--- src/rtl/result_ascii_formatter_pkg.sv ---
// Shared types and constants for the ASCII decimal result formatter.
// Also holds the digit-count helper used to reject undersized BCD registers.
package fmt_pkg;

    typedef enum logic [2:0] {
        ST_IDLE,
        ST_CONVERT,
        ST_SKIP,
        ST_SIGN,
        ST_EMIT,
        ST_TERM
    } fmt_state_t;

    localparam logic [7:0] ASCII_ZERO  = 8'h30;
    localparam logic [7:0] ASCII_MINUS = 8'h2D;

    // Decimal digits needed for 2^(width-1), the largest magnitude a signed
    // width-bit value can have; 0.30103 approximates log10(2).
    function automatic int bcd_digits(input int width);
        return ((width - 1) * 30103) / 100000 + 1;
    endfunction

endpackage

--- src/rtl/result_ascii_formatter_if.sv ---
// Value-in / character-out handshake bundle of the ASCII formatter.
// Both channels are valid/ready: a transfer happens on a rising edge where
// valid and ready are both high; the sender holds payload and valid stable
// until that edge, and the receiver may raise or drop ready at any time.
interface result_ascii_formatter_if #(
    parameter int WIDTH = 32
);
    logic             in_valid;
    logic [WIDTH-1:0] in_value;
    logic             in_ready;
    logic [7:0]       char_data;
    logic             char_valid;
    logic             char_ready;
    logic             char_last;

    modport master (
        output in_valid, in_value, char_ready,
        input  in_ready, char_data, char_valid, char_last
    );

    modport slave (
        input  in_valid, in_value, char_ready,
        output in_ready, char_data, char_valid, char_last
    );
endinterface

--- src/rtl/result_ascii_formatter_bin2bcd_seq.sv ---
// Sequential double-dabble converter: one shift per cycle, WIDTH cycles.
// done is high during the final step and bcd then shows that step's result.
module bin2bcd_seq #(
    parameter int WIDTH  = 32,
    parameter int DIGITS = 10
) (
    input  logic                  clk,
    input  logic                  rst,
    input  logic                  start,
    input  logic [WIDTH-1:0]      value,
    output logic                  done,
    output logic [4*DIGITS-1:0]   bcd
);
    localparam int BW = 4 * DIGITS;
    localparam int NW = $clog2(WIDTH + 1);

    logic [BW-1:0]    bcd_q;
    logic [BW-1:0]    adj;
    logic [BW-1:0]    step;
    logic [WIDTH-1:0] mag_q;
    logic [NW-1:0]    cnt_q;
    logic             run_q;

    always_comb begin
        adj = bcd_q;
        for (int i = 0; i < DIGITS; i++) begin
            adj[4*i +: 4] = (bcd_q[4*i +: 4] >= 4'd5) ? bcd_q[4*i +: 4] + 4'd3
                                                      : bcd_q[4*i +: 4];
        end
        step = (adj << 1) | BW'(mag_q[WIDTH-1]);
    end

    assign done = run_q && (cnt_q == NW'(1));
    assign bcd  = step;

    always_ff @(posedge clk or posedge rst) begin
        if (rst) begin
            bcd_q <= '0;
            mag_q <= '0;
            cnt_q <= '0;
            run_q <= 1'b0;
        end else if (start) begin
            bcd_q <= '0;
            mag_q <= value;
            cnt_q <= NW'(WIDTH);
            run_q <= 1'b1;
        end else if (run_q) begin
            bcd_q <= step;
            mag_q <= mag_q << 1;
            cnt_q <= cnt_q - NW'(1);
            if (cnt_q == NW'(1)) run_q <= 1'b0;
        end
    end

endmodule

--- src/rtl/result_ascii_formatter.sv ---
// Streams a signed result as ASCII decimal: optional '-', digits without
// leading zeros, then an optional terminator byte.
module result_ascii_formatter
    import fmt_pkg::*;
#(
    parameter int         WIDTH      = 32,
    parameter int         DIGITS     = 10,
    parameter logic [7:0] TERMINATOR = 8'h00
) (
    input  logic                           clk,
    input  logic                           rst,
    result_ascii_formatter_if.slave        bus,
    output logic                           busy,
    output fmt_state_t                     fsm_state
);
    localparam int BW       = 4 * DIGITS;
    localparam int CW       = $clog2(DIGITS + 1);
    localparam bit HAS_TERM = (TERMINATOR != 8'h00);

    if (DIGITS < bcd_digits(WIDTH)) begin : g_digits_check
        $error("DIGITS too small for WIDTH");
    end

    fmt_state_t       state_q, state_n;
    logic             neg_q, neg_n;
    logic [BW-1:0]    bcd_q, bcd_n, bcd_shift;
    logic [CW-1:0]    remain_q, remain_n;
    logic [7:0]       data_q, data_n;
    logic             valid_q, valid_n;
    logic             last_q, last_n;
    logic             ready_q, ready_n;
    logic             start;
    logic [WIDTH-1:0] mag;
    logic             conv_done;
    logic [BW-1:0]    conv_bcd;
    logic [3:0]       top_nib, next_nib;

    // Two's-complement negate; the most negative input maps to 2^(WIDTH-1).
    assign mag = bus.in_value[WIDTH-1] ? (~bus.in_value) + WIDTH'(1) : bus.in_value;

    assign bcd_shift = bcd_q << 4;
    assign top_nib   = bcd_q[BW-1 -: 4];
    assign next_nib  = bcd_shift[BW-1 -: 4];

    bin2bcd_seq #(
        .WIDTH  (WIDTH),
        .DIGITS (DIGITS)
    ) u_conv (
        .clk   (clk),
        .rst   (rst),
        .start (start),
        .value (mag),
        .done  (conv_done),
        .bcd   (conv_bcd)
    );

    always_comb begin
        state_n  = state_q;
        neg_n    = neg_q;
        bcd_n    = bcd_q;
        remain_n = remain_q;
        data_n   = data_q;
        valid_n  = valid_q;
        last_n   = last_q;
        ready_n  = ready_q;
        start    = 1'b0;
        case (state_q)
            ST_IDLE: begin
                ready_n = 1'b1;
                if (bus.in_valid && ready_q) begin
                    start    = 1'b1;
                    neg_n    = bus.in_value[WIDTH-1];
                    remain_n = CW'(DIGITS);
                    ready_n  = 1'b0;
                    state_n  = ST_CONVERT;
                end
            end
            ST_CONVERT: begin
                if (conv_done) begin
                    bcd_n   = conv_bcd;
                    state_n = ST_SKIP;
                end
            end
            ST_SKIP: begin
                // The last digit is never skipped, so zero still prints "0".
                if (top_nib == 4'd0 && remain_q > CW'(1)) begin
                    bcd_n    = bcd_shift;
                    remain_n = remain_q - CW'(1);
                end else if (neg_q) begin
                    state_n = ST_SIGN;
                    data_n  = ASCII_MINUS;
                    valid_n = 1'b1;
                    last_n  = 1'b0;
                end else begin
                    state_n = ST_EMIT;
                    data_n  = ASCII_ZERO + {4'h0, top_nib};
                    valid_n = 1'b1;
                    last_n  = (remain_q == CW'(1)) && !HAS_TERM;
                end
            end
            ST_SIGN: begin
                if (bus.char_ready) begin
                    state_n = ST_EMIT;
                    data_n  = ASCII_ZERO + {4'h0, top_nib};
                    last_n  = (remain_q == CW'(1)) && !HAS_TERM;
                end
            end
            ST_EMIT: begin
                if (bus.char_ready) begin
                    bcd_n    = bcd_shift;
                    remain_n = remain_q - CW'(1);
                    if (remain_q == CW'(1)) begin
                        if (HAS_TERM) begin
                            state_n = ST_TERM;
                            data_n  = TERMINATOR;
                            last_n  = 1'b1;
                        end else begin
                            state_n = ST_IDLE;
                            valid_n = 1'b0;
                            last_n  = 1'b0;
                            ready_n = 1'b1;
                        end
                    end else begin
                        data_n = ASCII_ZERO + {4'h0, next_nib};
                        last_n = (remain_q == CW'(2)) && !HAS_TERM;
                    end
                end
            end
            ST_TERM: begin
                if (bus.char_ready) begin
                    state_n = ST_IDLE;
                    valid_n = 1'b0;
                    last_n  = 1'b0;
                    ready_n = 1'b1;
                end
            end
            default: begin
                state_n = ST_IDLE;
                valid_n = 1'b0;
                last_n  = 1'b0;
                ready_n = 1'b0;
            end
        endcase
    end

    always_ff @(posedge clk or posedge rst) begin
        if (rst) begin
            state_q  <= ST_IDLE;
            neg_q    <= 1'b0;
            bcd_q    <= '0;
            remain_q <= '0;
            data_q   <= 8'h00;
            valid_q  <= 1'b0;
            last_q   <= 1'b0;
            ready_q  <= 1'b0;
        end else begin
            state_q  <= state_n;
            neg_q    <= neg_n;
            bcd_q    <= bcd_n;
            remain_q <= remain_n;
            data_q   <= data_n;
            valid_q  <= valid_n;
            last_q   <= last_n;
            ready_q  <= ready_n;
        end
    end

    assign bus.in_ready   = ready_q;
    assign bus.char_data  = data_q;
    assign bus.char_valid = valid_q;
    assign bus.char_last  = last_q;
    assign busy           = (state_q != ST_IDLE);
    assign fsm_state      = state_q;

endmodule

--- src/flat_wrapper.sv ---
// flat-port wrapper written by rule: the top's interface ports become plain ports
module result_ascii_formatter_flat import fmt_pkg::*;
#(
    parameter int         WIDTH      = 32,
    parameter int         DIGITS     = 10,
    parameter logic [7:0] TERMINATOR = 8'h00
)
  (clk, rst, busy, fsm_state, bus_in_valid, bus_in_value, bus_char_ready, bus_in_ready, bus_char_data, bus_char_valid, bus_char_last);
  result_ascii_formatter_if #(.WIDTH(WIDTH)) bus_i ();
  input  logic clk;
  input  logic rst;
  output logic busy;
  output fmt_state_t fsm_state;
  input wire logic [$bits(bus_i.in_valid)-1:0] bus_in_valid;
  input wire logic [$bits(bus_i.in_value)-1:0] bus_in_value;
  input wire logic [$bits(bus_i.char_ready)-1:0] bus_char_ready;
  output wire logic [$bits(bus_i.in_ready)-1:0] bus_in_ready;
  output wire logic [$bits(bus_i.char_data)-1:0] bus_char_data;
  output wire logic [$bits(bus_i.char_valid)-1:0] bus_char_valid;
  output wire logic [$bits(bus_i.char_last)-1:0] bus_char_last;
  assign bus_i.in_valid = bus_in_valid;
  assign bus_i.in_value = bus_in_value;
  assign bus_i.char_ready = bus_char_ready;
  assign bus_in_ready = bus_i.in_ready;
  assign bus_char_data = bus_i.char_data;
  assign bus_char_valid = bus_i.char_valid;
  assign bus_char_last = bus_i.char_last;
  result_ascii_formatter #(.WIDTH(WIDTH), .DIGITS(DIGITS), .TERMINATOR(TERMINATOR)) u_core (.clk(clk), .rst(rst), .bus(bus_i), .busy(busy), .fsm_state(fsm_state));
endmodule
--- config.mk ---
export PLATFORM = sky130hd
export DESIGN_NAME = result_ascii_formatter_flat
export DESIGN_NICKNAME = d
export VERILOG_FILES = /design/src/rtl/result_ascii_formatter_pkg.sv /design/src/rtl/result_ascii_formatter_if.sv /design/src/rtl/result_ascii_formatter_bin2bcd_seq.sv /design/src/rtl/result_ascii_formatter.sv /design/src/flat_wrapper.sv
export SDC_FILE = /design/constraint.sdc
export NUM_CORES = 1
export LEC_CHECK = 0
export BUFFER_PORTS_ARGS = -buffer_cell sky130_fd_sc_hd__clkbuf_2
export CORE_MARGIN = 8
export CORE_UTILIZATION = 39
export CTS_BUF_LIST = sky130_fd_sc_hd__clkbuf_4 sky130_fd_sc_hd__clkbuf_8
export DETAILED_ROUTE_END_ITERATION = 8
export SYNTH_ARGS = -nofsm -noshare
export SYNTH_HDL_FRONTEND = slang
export SYNTH_SLANG_ARGS = --single-unit
--- constraint.sdc ---
create_clock -name clk -period 6.1 [get_ports clk]
set_clock_uncertainty 0.1 [all_clocks]
set_input_delay 0.915 -clock clk [delete_from_list [all_inputs] [get_ports clk]]
set_output_delay 0.915 -clock clk [all_outputs]
set_load 0.05 [all_outputs]
## Word-level counts from Yosys, hierarchy flattened

Cells that the tools add are included.

- Add/subtract/negate cells: 15
- $lt $le $gt $ge: 11
- Eq/ne operators: 17
- Mux-type cells: 61
- Bitwise gates (word level): 5
- Reduce and logical (&&, ||, !) cells: 21

Operators by type and width:

| cell | count |
|---|---|
| two-way mux 40 bit | 5 |
| case mux 40 bit (3 select lines) | 1 |
| two-way mux 32 bit | 3 |
| two-way mux 4 bit | 12 |
| greater-or-equal comparator 4 x 3 -> 1 bit (second input constant) | 10 |
| two-way mux 8 bit | 5 |
| OR 40 x 1 -> 40 bit | 1 |
| adder 4 x 2 -> 4 bit (second input constant) | 9 |
| adder 32 x 1 -> 32 bit (second input constant) | 1 |
| NOT 32 bit | 1 |
| two-way mux 3 bit | 9 |
| case mux 8 bit (3 select lines) | 1 |
| two-way mux 1 bit | 18 |
| case mux 3 bit (6 select lines) | 1 |
| AND reduction 5 bit | 3 |
| adder 6 x 4 -> 7 bit (first input constant) | 2 |
| two-way mux 6 bit | 2 |
| case mux 4 bit (3 select lines) | 1 |
| AND reduction 4 bit | 3 |
| nonzero test 3 bit | 4 |
| != test 2 bit (second input constant) | 5 |
| != test 2 x 1 -> 1 bit (second input constant) | 4 |
| case mux 1 bit (4 select lines) | 2 |
| AND reduction 7 bit | 1 |
| other kinds (19) | 26 |

- Register bits after elaboration: 138
- Output and inout port bits: 15
- Logic and storage cells: 142

## Depth between registers and ports, before layout

Gate-level depths: netlist of run 1.

- Word-level depth: 5
- Mapped depth: 8
- Mapped depth without buffers: 7

## Hierarchy

A second synthesis of run 1 with hierarchy kept.

- Cell total of the unflattened synthesis: 860
- Area total of the unflattened synthesis: 8,376.8 um^2

By module, submodules not included:

| module | instances | cells an instance | area an instance (um^2) |
|---|---|---|---|
| bin2bcd_seq | 1 | 507 | 4,665.7 |
| result_ascii_formatter | 1 | 353 | 3,711.1 |

## Worst setup path after synthesis of run 1

Ideal clock, no wire load.

- Kind: input to register
- Start: input bus_in_value[24]
- End: register u_core.u_conv.mag_q[30]
- Library setup time: 127 ps
- Arrival: 2,440 ps
- Setup slack: 3,433 ps
- Stages on the path: 5
- Path buffers: 0
- Path through: or4_4 -> or4_4 -> o41ai_4 -> xor2_1 -> a21oi_1

- Longest elaborated chain between the ends: 4

Ends and longest elaborated chain:

| item | line | text |
|---|---|---|
| start: declaration | flat_wrapper.sv:15 | `input wire logic [$bits(bus_i.in_value)-1:0] bus_in_value;` |
| NOT 32 bit | result_ascii_formatter.sv:39 | `assign mag = bus.in_value[WIDTH-1] ? (~bus.in_value) + WIDTH'(1) : bus.in_value;` |
| adder 32 x 1 -> 32 bit | result_ascii_formatter.sv:39 |  |
| two-way mux 32 bit | result_ascii_formatter.sv:39 |  |
| two-way mux 32 bit | result_ascii_formatter_bin2bcd_seq.sv:42 | `end else if (start) begin` |
| end signal: assignment | result_ascii_formatter_bin2bcd_seq.sv:44 | `mag_q <= value;` |
| end signal: assignment | result_ascii_formatter_bin2bcd_seq.sv:49 | `mag_q <= mag_q << 1;` |
| end: declaration | result_ascii_formatter_bin2bcd_seq.sv:20 | `logic [WIDTH-1:0] mag_q;` |

No other way between the ends.
A chain may end at the register's enable or synchronous reset.

## Worst setup path after layout of run 1

- Start: register u_core.state_q[0], in the netlist u_core.fsm_state[0]
- End: output busy

- Longest elaborated chain between the ends: 1

Ends and longest elaborated chain:

| item | line | text |
|---|---|---|
| start: declaration | result_ascii_formatter.sv:24 | `fmt_state_t state_q, state_n;` |
| start signal: assignment | result_ascii_formatter.sv:157 | `state_q <= state_n;` |
| nonzero test 3 bit | result_ascii_formatter.sv:172 | `assign busy = (state_q != ST_IDLE);` |
| end: declaration | flat_wrapper.sv:12 | `output logic busy;` |

No other way between the ends.

==> reports/summary.log, run 1 <==
qor: timing.setup_viols_final 0
qor: clock_network.worstSkewPairLatency 440 ps
qor: finish.post_route_cells_drive_above_1_share 14.5%
qor: logic_synthesis.post-synth-top-area-fraction 42.8%
qor: power_and_ir_drop.leakage_power 0.00420 uW
qor: worst_setup_path.timing.reg2reg.setup_slack 3430 ps
qor: global_route.grt_start_max_net_pins 105
qor: worst_hold_path.worstHoldStart u_core.bcd_q[14]$_DFFE_PP0P_
qor: worst_setup_path.cpPeakStageDelay 570 ps
qor: worst_setup_path.critical_path.reg2reg.endpoint u_core.u_conv.mag_q[6]$_DFFE_PP0P_
qor: power_and_ir_drop.power_density 199 mW/mm^2
qor: logic_synthesis.synth_top_family_by_area compound AO/OA/AOI/OAI gates
qor: finish.layout_commonest_cell sky130_fd_sc_hd__dfrtp_1
qor: logic_synthesis.synth_seq_area_share 42.8%
qor: route.drt_iter0_markers 226
qor: clock_network.number_of_buffers_on_the_longest_clock_path 2
qor: outcome.run_status finished, final reports clean
qor: clock_network.cts.root.buffer_cell sky130_fd_sc_hd__clkbuf_8
qor: clock_network.number_of_buffers_created_by_cts 17
qor: worst_setup_path.timing.rr.start u_core.fsm_state[0]$_DFFE_PP0P_
qor: route.average_wire_length_per_cell_after_detail_routing 14.3 microns
qor: worst_setup_path.reg2regPathDepth 5
qor: floorplanning.overall_die_area 0.0252 sq mm
qor: finish.num_antenna_cells 0
qor: logic_synthesis.synth_simple_gate_area_share 14.3%
qor: worst_setup_path.worstPathArrival 1740 ps
qor: logic_synthesis.number_of_enable_flip_flop_cells_after_synthesis 0
qor: global_route.grt_use_total 13.2%
qor: logic_synthesis.synth_compound_area_share 16.1%
qor: worst_setup_path.critPathSlowestCell sky130_fd_sc_hd__dfrtp_1
qor: logic_synthesis.syn-mean-instance-area 9.93 sq um
qor: logic_synthesis.synth_xor_xnor_area_share 4.85%
qor: placement.gp_congestion 0.809
qor: global_route.first_global_vias 5889
qor: worst_setup_path.worst-endpoint-required 5080 ps
qor: logic_synthesis.ys_top_cells_by_area sky130_fd_sc_hd__dfrtp_1 (43%), sky130_fd_sc_hd__mux2i_1 (5.4%), sky130_fd_sc_hd__mux2_1 (5.4%)
qor: timing.finalHoldViolations 0
qor: worst_hold_path.hold_path_end u_core.bcd_q[14]$_DFFE_PP0P_
qor: floorplanning.die_h 159 microns
qor: logic_synthesis.postSynthCellCount 801
qor: worst_setup_path.timing.setup.critical_path_class reg -> out
qor: finish.final_cell_count_no_fill 1112
qor: route.postRouteWirelength 15.9 mm
qor: global_route.antenna_found_initial 0
qor: logic_synthesis.synth-warning-count 0
qor: route.first_pass_iters 4
qor: logic_synthesis.yosysUniqueCellTypes 60
qor: clock_network.path_clk_slew 70 ps
qor: placement.io_buffer_count 48
qor: logic_synthesis.synth.area.mux_share 13.1%
qor: route.route.vias.total 5694
qor: worst_hold_path.hold_class reg -> reg
qor: logic_synthesis.asr_flop_ratio_synth 100%
qor: clock_network.cts_num_sinks 136
qor: timing.total_negative_slack 0 ps
qor: worst_setup_path.cp_max_fo 13
qor: floorplanning.die-width 159 microns
qor: timing.achievable-frequency 363 MHz
qor: worst_setup_path.cp_cell_sequence nor3_1 -> inv_1 -> clkbuf_2
qor: job.cap_violations 0
qor: timing.relSlewSlack 26.7%
qor: timing.worst-slew-pin-transition 1100 ps
qor: worst_setup_path.worst_setup_path_end_kind output port
qor: placement.placed_cells_incl_taps 1080
qor: timing.finalMaxSlewViolations 0
qor: clock_network.cts_tree built
qor: clock_network.postCtsSetupRepairBufs 0
qor: logic_synthesis.synth.ff_latch_count 136
qor: timing.grt_setup_unrepaired no
qor: global_route.global_route_wire_length_before_repair 28.2 mm
qor: finish.most-common-layout-cells sky130_fd_sc_hd__dfrtp_1 (135), sky130_fd_sc_hd__a21oi_1 (70), sky130_fd_sc_hd__o21ai_0 (52), sky130_fd_sc_hd__nor2_1 (49), sky130_fd_sc_hd__clkbuf_2 (48)
qor: power_and_ir_drop.irDropWorstVdd 108 uV
qor: route.viasPerCell 5.12
qor: timing.min_period 2760 ps
qor: route.drc 0
qor: clock_network.cts_resized 0
qor: route.drt.antenna.violating_nets 0
qor: floorplanning.core_area 0.0201 sq mm
qor: worst_hold_path.min_delay_path_depth 1
qor: floorplanning.ios 51
qor: clock_network.post_cts_hold_buffer_count 0
qor: logic_synthesis.synth.largest_area_cell sky130_fd_sc_hd__dfrtp_1
qor: timing.final_min_period_over_clock_period 45.2%
qor: placement.hpwl 10.6 mm
qor: global_route.global_route.overflow_total 0
qor: logic_synthesis.synth_top_flop_cell sky130_fd_sc_hd__dfrtp_1
qor: logic_synthesis.yosys.area_share.adder 4.09%
qor: logic_synthesis.synth_area 0.00795 sq mm
qor: floorplanning.num_rows 52
qor: finish.number_of_nets_in_the_finished_design 891
qor: finish.syn2layout_area_growth 10.6%
qor: clock_network.htreeDepth 4
qor: floorplanning.floorplan.initialDensity 39.6%
qor: worst_setup_path.start_kind flip-flop
layout make-up:
type                            instances  area [sq um]
Inverter                               38           148
Clock inverter                          8           120
Multi-Input combinational cell        583          4200
Sequential cell                       136          3410
Clock buffer                           24           299
Timing Repair Buffer                   53           278
Fill cell                            1934         11300
Tap cell                              270           338
stage by stage:
| step | utilization [%] | area (sq um) | setup WS (ps) | total power (uW) | hold WS, ps |
|---|---|---|---|---|---|
| after floorplan | - | 7960 | 1450 | 964 | 352 |
| after global placement | 41.6 | 8370 | 3110 | 996 | 350 |
| after detailed placement | 41.6 | 8370 | 3110 | 996 | 368 |
| after CTS | 43.7 | 8790 | 3320 | 1780 | 386 |
| after global routing | 43.7 | 8790 | 3220 | 1830 | 395 |
| final | 43.7 | 8790 | 3340 | 1750 | 379 |
report_power, final:
part           total [uW]  internal (uW)  switching [uW]
clock                 777            447             330
combinational        75.3           23.7            51.6
sequential            901            901               0
total                1750           1370             381
cells in the mapped netlist (4+ instances only):
library cell / count
sky130_fd_sc_hd__dfrtp_1: 136
sky130_fd_sc_hd__a21oi_1: 72
sky130_fd_sc_hd__o21ai_0: 52
sky130_fd_sc_hd__nor2_1: 49
sky130_fd_sc_hd__a211oi_1: 47
sky130_fd_sc_hd__nand2_1: 47
sky130_fd_sc_hd__mux2i_1: 43
sky130_fd_sc_hd__inv_1: 38
sky130_fd_sc_hd__mux2_1: 38
sky130_fd_sc_hd__xor2_1: 30
sky130_fd_sc_hd__nor2b_1: 29
sky130_fd_sc_hd__ha_1: 26
sky130_fd_sc_hd__clkbuf_1: 23
sky130_fd_sc_hd__nor3b_1: 21
sky130_fd_sc_hd__nand2b_1: 19
sky130_fd_sc_hd__mux2_2: 16
sky130_fd_sc_hd__xnor2_1: 14
sky130_fd_sc_hd__buf_2: 9
sky130_fd_sc_hd__nand3_1: 8
sky130_fd_sc_hd__o31ai_1: 8
sky130_fd_sc_hd__o41ai_1: 7
sky130_fd_sc_hd__buf_1: 6
sky130_fd_sc_hd__nor3_1: 6
sky130_fd_sc_hd__and2_1: 4
sky130_fd_sc_hd__clkbuf_8: 4
worst max path at each step:
stage / from / end / slack [ps] / depth (start not counted)
6_report: u_core.fsm_state[0]$_DFFE_PP0P_ / busy / 3340 / 3
5_1_grt: u_core.fsm_state[0]$_DFFE_PP0P_ / u_core.u_conv.mag_q[6]$_DFFE_PP0P_ / 3220 / 5
4_1_cts: u_core.fsm_state[0]$_DFFE_PP0P_ / busy / 3320 / 3
3_5_place_dp: bus_in_value[6] / u_core.u_conv.mag_q[19]$_DFFE_PP0P_ / 3110 / 6
3_3_place_gp: bus_in_value[6] / u_core.u_conv.mag_q[19]$_DFFE_PP0P_ / 3110 / 6
2_1_floorplan: rst / u_core.bcd_q[0]$_DFFE_PP0P_ / 1450 / 1
critical path: cells and delay by family (launching register included):
family	cells	cell delay [ps]
buffers and inverters	2	360
and+or+nand+nor	1	380
DFF	1	570
cell families (layout without fill, tap and decap cells):
logic type,after synthesis,count (layout)
AND/OR/NAND/NOR,209,209
AO/OA/AOI/OAI,205,205
flip-flops,136,136
multiplexers,97,97
buffers and inverters,83,123
XOR/XNOR,44,44
adder cells (fa/ha/maj),26,26
other,1,2
registers in the layout, summed over array words and instances, names as in the netlist:
| name | cells |
|---|---|
| u_core.bcd_q | 40 |
| u_core.u_conv.run_q | 1 |
| u_core.u_conv.bcd_q | 40 |
| u_core.bus.in_ready | 1 |
| u_core.u_conv.mag_q | 32 |
| u_core.fsm_state | 3 |
| u_core.u_conv.cnt_q | 6 |
| u_core.bus.char_data | 6 |
| u_core.bus.char_last | 1 |
| u_core.bus.char_valid | 1 |
| u_core.neg_q | 1 |
| u_core.remain_q | 4 |
routing by layer:
| layer | global-route usage, % | wire length, microns | up-vias |
|---|---|---|---|
| met1 | 17.7 | 8120 | 2717 |
| li1 | - | - | 2897 |
| met3 | 3.05 | 416 | 16 |
| met4 | 3.72 | 162 | 0 |
| met2 | 20.9 | 7250 | 64 |
| met5 | 0 | 0 | - |
Note: power is estimated with default switching activity, not from simulation.
==> run 2: changes to the inputs <==
clock period = 2.85 ns   (was 6.1 ns; I/O delays follow)
==> reports/summary.log, run 2 (same netlist as run 1, synthesis figures left out) <==
qor: outcome.run_status finished, final reports clean
qor: clock_network.path_clk_slew 80 ps
qor: worst_setup_path.critical-path-top-cell-by-count sky130_fd_sc_hd__nand2_1
qor: power_and_ir_drop.leakage_power 0.00431 uW
qor: global_route.global_route.overflow_total 0
qor: placement.io_buffer_count 48
qor: route.routedLengthMet1 8.39 mm
qor: power_and_ir_drop.clockPowerShare 45.5%
qor: worst_setup_path.worst_setup_path_end_kind flip-flop
qor: worst_setup_path.worst-endpoint-required 3070 ps
qor: clock_network.cts.root.buffer_cell sky130_fd_sc_hd__clkbuf_8
qor: timing.grt_setup_unrepaired no
qor: finish.layout_commonest_cell sky130_fd_sc_hd__dfrtp_1
qor: floorplanning.die_h 159 microns
qor: power_and_ir_drop.power.internal 3000 uW
qor: placement.placement.setup.worst_slack 348 ps
qor: route.route.vias.total 5796
qor: timing.layout_setup_ws 526 ps
qor: placement.hpwl 11.3 mm
qor: worst_setup_path.cp_max_fo 6
qor: clock_network.cts_tree built
qor: timing.min_period 2320 ps
qor: placement.gp_congestion 0.802
qor: finish.registers_with_the_most_flip_flops u_core.bcd_q x40, u_core.u_conv.bcd_q x40, u_core.u_conv.mag_q x32
qor: finish.number_of_nets_in_the_finished_design 909
qor: timing.finalHoldViolations 0
qor: global_route.antenna_found_initial 0
qor: finish.post_route_cells_drive_above_1_share 16.2%
qor: finish.postLayoutCoreUtil 45.0%
qor: timing.worst-slew-pin-transition 646 ps
qor: worst_setup_path.path_delay_family simple AND/OR/NAND/NOR gates
qor: global_route.grt_use_total 13.4%
qor: clock_network.number_of_buffers_on_the_longest_clock_path 2
qor: timing.achievable-frequency 430 MHz
qor: route.average_wire_length_per_cell_after_detail_routing 14.3 microns
qor: route.first_pass_iters 4
qor: job.cap_violations 0
qor: route.drt.antenna.violating_nets 0
qor: global_route.grt_start_max_net_pins 116
qor: timing.relSlewSlack 56.9%
qor: power_and_ir_drop.seq_power_share 50.0%
qor: worst_setup_path.cpPeakStageDelay 500 ps
qor: route.postRouteWirelength 16.2 mm
qor: timing.total_negative_slack 0 ps
qor: route.viasPerCell 5.13
qor: timing.setup_viols_final 0
qor: worst_setup_path.worstPathArrival 2550 ps
qor: worst_setup_path.timing.setup.critical_path_class reg -> reg
qor: clock_network.number_of_buffers_created_by_cts 17
qor: power_and_ir_drop.netSwitchingPower 862 uW
qor: global_route.global_route_wire_length_before_repair 28.8 mm
qor: route.drc 0
qor: floorplanning.ios 51
qor: worst_setup_path.start_kind flip-flop
qor: timing.final_min_period_over_clock_period 81.5%
qor: clock_network.cts_num_sinks 136
qor: power_and_ir_drop.comb_power_share 4.5%
qor: clock_network.htreeDepth 4
qor: timing.finalMaxSlewViolations 0
qor: floorplanning.core_area 0.0201 sq mm
qor: clock_network.cts_resized 0
qor: finish.syn2layout_area_growth 13.7%
qor: power_and_ir_drop.irDropWorstVdd 285 uV
qor: worst_setup_path.critPathSlowestCell sky130_fd_sc_hd__or3b_2
qor: route.drt_iter0_markers 247
qor: worst_setup_path.cp_num_buf_inv 1
qor: power_and_ir_drop.power_density 427 mW/mm^2
qor: route.maxUsedRoutingLayer met4
qor: floorplanning.overall_die_area 0.0252 sq mm
qor: floorplanning.die-width 159 microns
qor: floorplanning.floorplan.initialDensity 39.6%
qor: power_and_ir_drop.p_sw_share 22.3%
qor: floorplanning.num_rows 52
qor: finish.most-common-layout-cells sky130_fd_sc_hd__dfrtp_1 (135), sky130_fd_sc_hd__a21oi_1 (70), sky130_fd_sc_hd__o21ai_0 (52), sky130_fd_sc_hd__nor2_1 (49), sky130_fd_sc_hd__clkbuf_2 (48)
qor: worst_setup_path.cp_cell_sequence inv_1 -> ha_1 -> or3b_2 -> nand2_1 -> nand2_1 -> a32oi_2 -> mux2_2
qor: route.dr_wl_met3 399 microns
qor: global_route.first_global_vias 5858
qor: finish.fillers 1896
qor: worst_hold_path.hold_class in -> reg
qor: clock_network.worstSkewPairLatency 440 ps
qor: finish.num_antenna_cells 0
qor: route.wl_met2 7.22 mm
-- run 2: area by class of cell --
type / instances / area (sq um) / area share, %
multi-input cells: 583 / 4200 / 46.5
flip-flops and latches: 136 / 3410 / 37.7
repair buffers: 71 / 503 / 5.56
well taps: 270 / 338 / 3.74
clock buffers: 20 / 269 / 2.98
clock inverters: 12 / 174 / 1.92
inverters: 38 / 146 / 1.62
-- run 2: final timing paths --
path | startpoint | end | slack, ps | cells after the start
worst min-delay path | bus_in_value[0] | u_core.u_conv.mag_q[0]$_DFFE_PP0P_ | 230 | 3
worst min register to register | u_core.bus.char_data[5]$_DFFE_PP0P_ | u_core.bus.char_data[5]$_DFFE_PP0P_ | 370 | 1
worst max-delay path | u_core.remain_q[1]$_DFFE_PP0P_ | u_core.bus.char_data[4]$_DFFE_PP0P_ | 530 | 7
worst max register to register | u_core.remain_q[1]$_DFFE_PP0P_ | u_core.bus.char_data[4]$_DFFE_PP0P_ | 530 | 7
min in group asynchronous | rst | u_core.u_conv.mag_q[15]$_DFFE_PP0P_ | 480 | 3
max in group asynchronous | rst | u_core.u_conv.bcd_q[23]$_DFFE_PP0P_ | 1390 | 5
-- run 2: power groups by stage --
stage | clock network, uW | logic, uW | registers, uW
floorplan | 0 | 96.9 | 1970
global placement | 0 | 177 | 1970
detailed placement | 0 | 178 | 1970
CTS | 1810 | 180 | 1930
global route | 1900 | 197 | 1930
finish | 1760 | 175 | 1930
-- run 2: per-layer routing --
| metal | global-route usage (%) | vias to the layer above |
|---|---|---|
| li1 | - | 2924 |
| met1 | 18.5 | 2772 |
| met2 | 20.9 | 82 |
| met3 | 2.59 | 18 |
| met4 | 3.98 | 0 |
| met5 | 0 | - |
-- run 2: tightest hold or removal path: stages --
cell                       delay (ps)
sky130_fd_sc_hd__clkbuf_2         100
sky130_fd_sc_hd__inv_1             80
sky130_fd_sc_hd__o21ai_0          100
-- run 2: per-stage QoR --
| step | hold slack [ps] | cell area [sq um] | cells | power (uW) |
|---|---|---|---|---|
| final | 229 | 9040 | 1130 | 3860 |
| after detailed placement | 352 | 8590 | 1097 | 2140 |
| after global routing | 214 | 9040 | 1130 | 4020 |
| after CTS | 192 | 9040 | 1130 | 3920 |
| after floorplan | 352 | 7960 | 802 | 2060 |
| after global placement | 351 | 8590 | 1097 | 2140 |
-- run 2: repair_timing --
action | CTS | global route
hold buffers | 1 | 0
endpoints found under the hold margin | 20 | 0
setup buffers | 0 | 0
==> run 3: changes to the inputs <==
ABC_AREA = 1   (was unset)
clock period = 2 ns   (was 2.85 ns; I/O delays follow)
==> reports/summary.log, run 3 <==
qor: outcome.run_status finished, final reports clean
qor: logic_synthesis.yosys.area_share.adder 4.00%
qor: worst_setup_path.critPathSlowestCell sky130_fd_sc_hd__dfrtp_1
qor: logic_synthesis.synth.area.mux_share 0%
qor: job.cap_violations 0
qor: logic_synthesis.synth_common_cells sky130_fd_sc_hd__nand2_1 (351), sky130_fd_sc_hd__inv_1 (138), sky130_fd_sc_hd__dfrtp_1 (136), sky130_fd_sc_hd__o21ai_0 (105), sky130_fd_sc_hd__nor2_1 (76)
qor: placement.placed_cells_incl_taps 1435
qor: logic_synthesis.synth_compound_area_share 15.6%
qor: timing.finalHoldViolations 0
qor: worst_setup_path.timing.setup.critical_path_class reg -> out
qor: logic_synthesis.number_of_enable_flip_flop_cells_after_synthesis 0
qor: route.postRouteWirelength 19.6 mm
qor: logic_synthesis.syn-mean-instance-area 7.22 sq um
qor: logic_synthesis.synth.largest_area_cell sky130_fd_sc_hd__dfrtp_1
qor: floorplanning.die-width 160 microns
qor: floorplanning.floorplan.initialDensity 39.2%
qor: power_and_ir_drop.comb_power_share 54.4%
qor: finish.num_antenna_cells 0
qor: route.drt_iter0_markers 442
qor: timing.achievable-frequency 527 MHz
qor: floorplanning.ios 51
qor: logic_synthesis.synth-warning-count 0
qor: timing.total_negative_slack 0 ps
qor: logic_synthesis.post-synth-top-area-fraction 41.8%
qor: clock_network.number_of_buffers_on_the_longest_clock_path 2
qor: worst_setup_path.cpPeakStageDelay 520 ps
qor: clock_network.path_clk_slew 80 ps
qor: route.route.vias.total 7300
qor: worst_setup_path.cp_max_fo 10
qor: worst_setup_path.worst_setup_path_end_kind output port
qor: finish.number_of_nets_in_the_finished_design 1251
qor: clock_network.number_of_buffers_created_by_cts 17
qor: floorplanning.overall_die_area 0.0257 sq mm
qor: timing.min_period 1900 ps
qor: route.drt.antenna.violating_nets 0
qor: worst_setup_path.worstPathArrival 1500 ps
qor: logic_synthesis.postSynthCellCount 1127
qor: power_and_ir_drop.power.internal 7730 uW
qor: route.maxUsedRoutingLayer met4
qor: floorplanning.die_h 160 microns
qor: finish.fillers 2113
qor: power_and_ir_drop.clockPowerShare 14.9%
qor: worst_setup_path.cp_num_buf_inv 2
qor: logic_synthesis.synth_top_flop_cell sky130_fd_sc_hd__dfrtp_1
qor: logic_synthesis.asr_flop_ratio_synth 100%
qor: floorplanning.core_area 0.0208 sq mm
qor: route.drc 0
qor: power_and_ir_drop.irDropWorstVdd 709 uV
qor: logic_synthesis.synthMostInstantiatedCell sky130_fd_sc_hd__nand2_1
qor: timing.setup_viols_final 0
qor: timing.finalMaxSlewViolations 0
qor: finish.post_route_cells_drive_above_1_share 12.2%
qor: power_and_ir_drop.power_density 1580 mW/mm^2
qor: worst_setup_path.path_delay_family flip-flops
qor: timing.final_min_period_over_clock_period 94.9%
qor: global_route.global_route.overflow_total 0
qor: route.average_wire_length_per_cell_after_detail_routing 13.3 microns
qor: power_and_ir_drop.p_sw_share 47.5%
qor: finish.register_area 0.00340 sq mm
qor: logic_synthesis.synth_area 0.00814 sq mm
qor: power_and_ir_drop.totalPowerFinal 14700 uW
qor: global_route.first_global_vias 7025
qor: power_and_ir_drop.seq_power_share 30.7%
qor: clock_network.htreeDepth 4
qor: clock_network.worstSkewPairLatency 460 ps
qor: placement.dpl-instance-area 0.00877 sq mm
qor: finish.most-common-layout-cells sky130_fd_sc_hd__nand2_1 (347), sky130_fd_sc_hd__dfrtp_1 (136), sky130_fd_sc_hd__inv_1 (135), sky130_fd_sc_hd__o21ai_0 (100), sky130_fd_sc_hd__nor2_1 (76)
qor: power_and_ir_drop.leakage_power 0.00466 uW
qor: worst_setup_path.worst-endpoint-required 1600 ps
qor: finish.syn2layout_area_growth 14.4%
qor: logic_synthesis.synth_xor_xnor_area_share 2.58%
qor: clock_network.cts_tree built
qor: global_route.antenna_found_initial 0
qor: worst_hold_path.hold_class in -> reg
qor: placement.gp_congestion 0.860
qor: logic_synthesis.yosysUniqueCellTypes 40
qor: floorplanning.num_rows 53
qor: finish.multi_input_area 0.00397 sq mm
qor: placement.io_buffer_count 48
qor: worst_setup_path.timing.reg2reg.setup_slack 110 ps
qor: logic_synthesis.synth.ff_latch_count 136
qor: finish.registers_with_the_most_flip_flops u_core.bcd_q x40, u_core.u_conv.bcd_q x40, u_core.u_conv.mag_q x32
qor: global_route.grt_start_max_net_pins 73
qor: global_route.global_route_wire_length_before_repair 33.1 mm
qor: logic_synthesis.synth_top_family_by_area simple AND/OR/NAND/NOR gates
qor: route.wl_met2 8.97 mm
qor: placement.hpwl 13.5 mm
qor: route.routedLengthMet1 9.69 mm
qor: worst_setup_path.cp_cell_sequence inv_4 -> nand2_2 -> clkbuf_2
qor: global_route.grt_use_total 15.3%
qor: finish.layout_commonest_cell sky130_fd_sc_hd__nand2_1
qor: worst_setup_path.start_kind flip-flop
qor: logic_synthesis.ys_top_cells_by_area sky130_fd_sc_hd__dfrtp_1 (42%), sky130_fd_sc_hd__nand2_1 (16%), sky130_fd_sc_hd__o21ai_0 (6.5%)
qor: route.first_pass_iters 5
qor: finish.final_cell_count_no_fill 1477
qor: route.viasPerCell 4.94
qor: power_and_ir_drop.netSwitchingPower 7000 uW
qor: logic_synthesis.synth_seq_area_share 41.8%
qor: clock_network.cts_num_sinks 136
qor: clock_network.cts.root.buffer_cell sky130_fd_sc_hd__clkbuf_8
qor: finish.final_cell_area 0.00931 sq mm
qor: route.dr_wl_met3 617 microns
qor: logic_synthesis.synth_simple_gate_area_share 26.2%
## run 3: changes by cell type in the layout (fill, tap and decap cells not counted), moves of 19 or more
cell	delta
sky130_fd_sc_hd__o21ai_1	+25
sky130_fd_sc_hd__nand2b_1	-19
sky130_fd_sc_hd__a211oi_1	-47
sky130_fd_sc_hd__nand3_1	+64
sky130_fd_sc_hd__inv_1	+98
sky130_fd_sc_hd__nor2_1	+27
sky130_fd_sc_hd__o21ai_0	+48
sky130_fd_sc_hd__nand2_1	+300
sky130_fd_sc_hd__mux2_1	-38
sky130_fd_sc_hd__nor3b_1	-21
sky130_fd_sc_hd__o22ai_1	+31
sky130_fd_sc_hd__nor2b_1	-29
sky130_fd_sc_hd__a21oi_1	-34
sky130_fd_sc_hd__mux2i_1	-43
## run 3: cell families (layout without fill, tap and decap cells)
kind of cell	Yosys count	after routing
simple gates	523	523
compound gates	228	228
buf+inv	189	263
flops	136	136
fa+ha+maj	26	26
xor+xnor	24	24
other cells	1	2
## run 3: final cells by class
| class | count | area share (%) |
|---|---|---|
| clock buffer | 17 | 2.51 |
| clock inverter | 15 | 1.57 |
| inverter | 144 | 5.95 |
| multi-input combinational | 803 | 42.6 |
| sequential | 136 | 36.6 |
| tap | 275 | 3.70 |
| timing repair buffer | 86 | 7.02 |
| timing repair inverter | 1 | 0.0538 |
## run 3: per-stage QoR
stage          utilization [%]  setup slack (ps)  hold WS, ps
2_1_floorplan                -             -93.1          347
3_3_place_gp              42.3              69.6         85.1
3_5_place_dp              42.3              6.84         82.2
4_1_cts                   44.2             -17.9         5.67
5_1_grt                   44.9             -2.52         27.0
6_report                  44.9               102         21.5
## run 3: worst paths after layout
| path | start | to | cells after the start |
|---|---|---|---|
| max | u_core.fsm_state[2]$_DFFE_PP0P_ | busy | 3 |
| min | bus_in_value[30] | u_core.u_conv.mag_q[30]$_DFFE_PP0P_ | 4 |
| max reg2reg | u_core.fsm_state[0]$_DFFE_PP0P_ | u_core.u_conv.mag_q[5]$_DFFE_PP0P_ | 8 |
| min reg2reg | u_core.bus.char_data[5]$_DFFE_PP0P_ | u_core.bus.char_data[5]$_DFFE_PP0P_ | 2 |
| max in group asynchronous | rst | u_core.u_conv.bcd_q[22]$_DFFE_PP0P_ | 4 |
| min in group asynchronous | rst | u_core.bus.char_data[4]$_DFFE_PP0P_ | 3 |
## run 3: power by group through the flow
stage	registers, uW	logic [uW]	clock network (uW)
3_3_place_gp	4550	7590	0
3_5_place_dp	4550	7700	0
5_1_grt	4650	9190	2390
6_report	4520	8010	2200
2_1_floorplan	4710	5610	0
4_1_cts	4510	7730	2270
## run 3: tightest hold or removal path, delay by kind of cell
| kind | cells | cell delay [ps] |
|---|---|---|
| buffers and inverters | 1 | 90 |
| AND/OR/NAND/NOR | 3 | 170 |
## run 3: routing by layer
metal / GRT usage [%] / vias to the layer above
met5: 0 / -
met4: 5.27 / 0
met3: 2.51 / 24
met2: 24.3 / 136
met1: 20.7 / 3398
li1: - / 3742
## run 3: what timing repair did
action	in CTS	in global routing
pin swaps	0	1
setup buffers	0	7
endpoints found under the setup margin	3	67
resized for setup	0	15
cloned	0	2
hold buffers	1	0
endpoints found under the hold margin	136	0
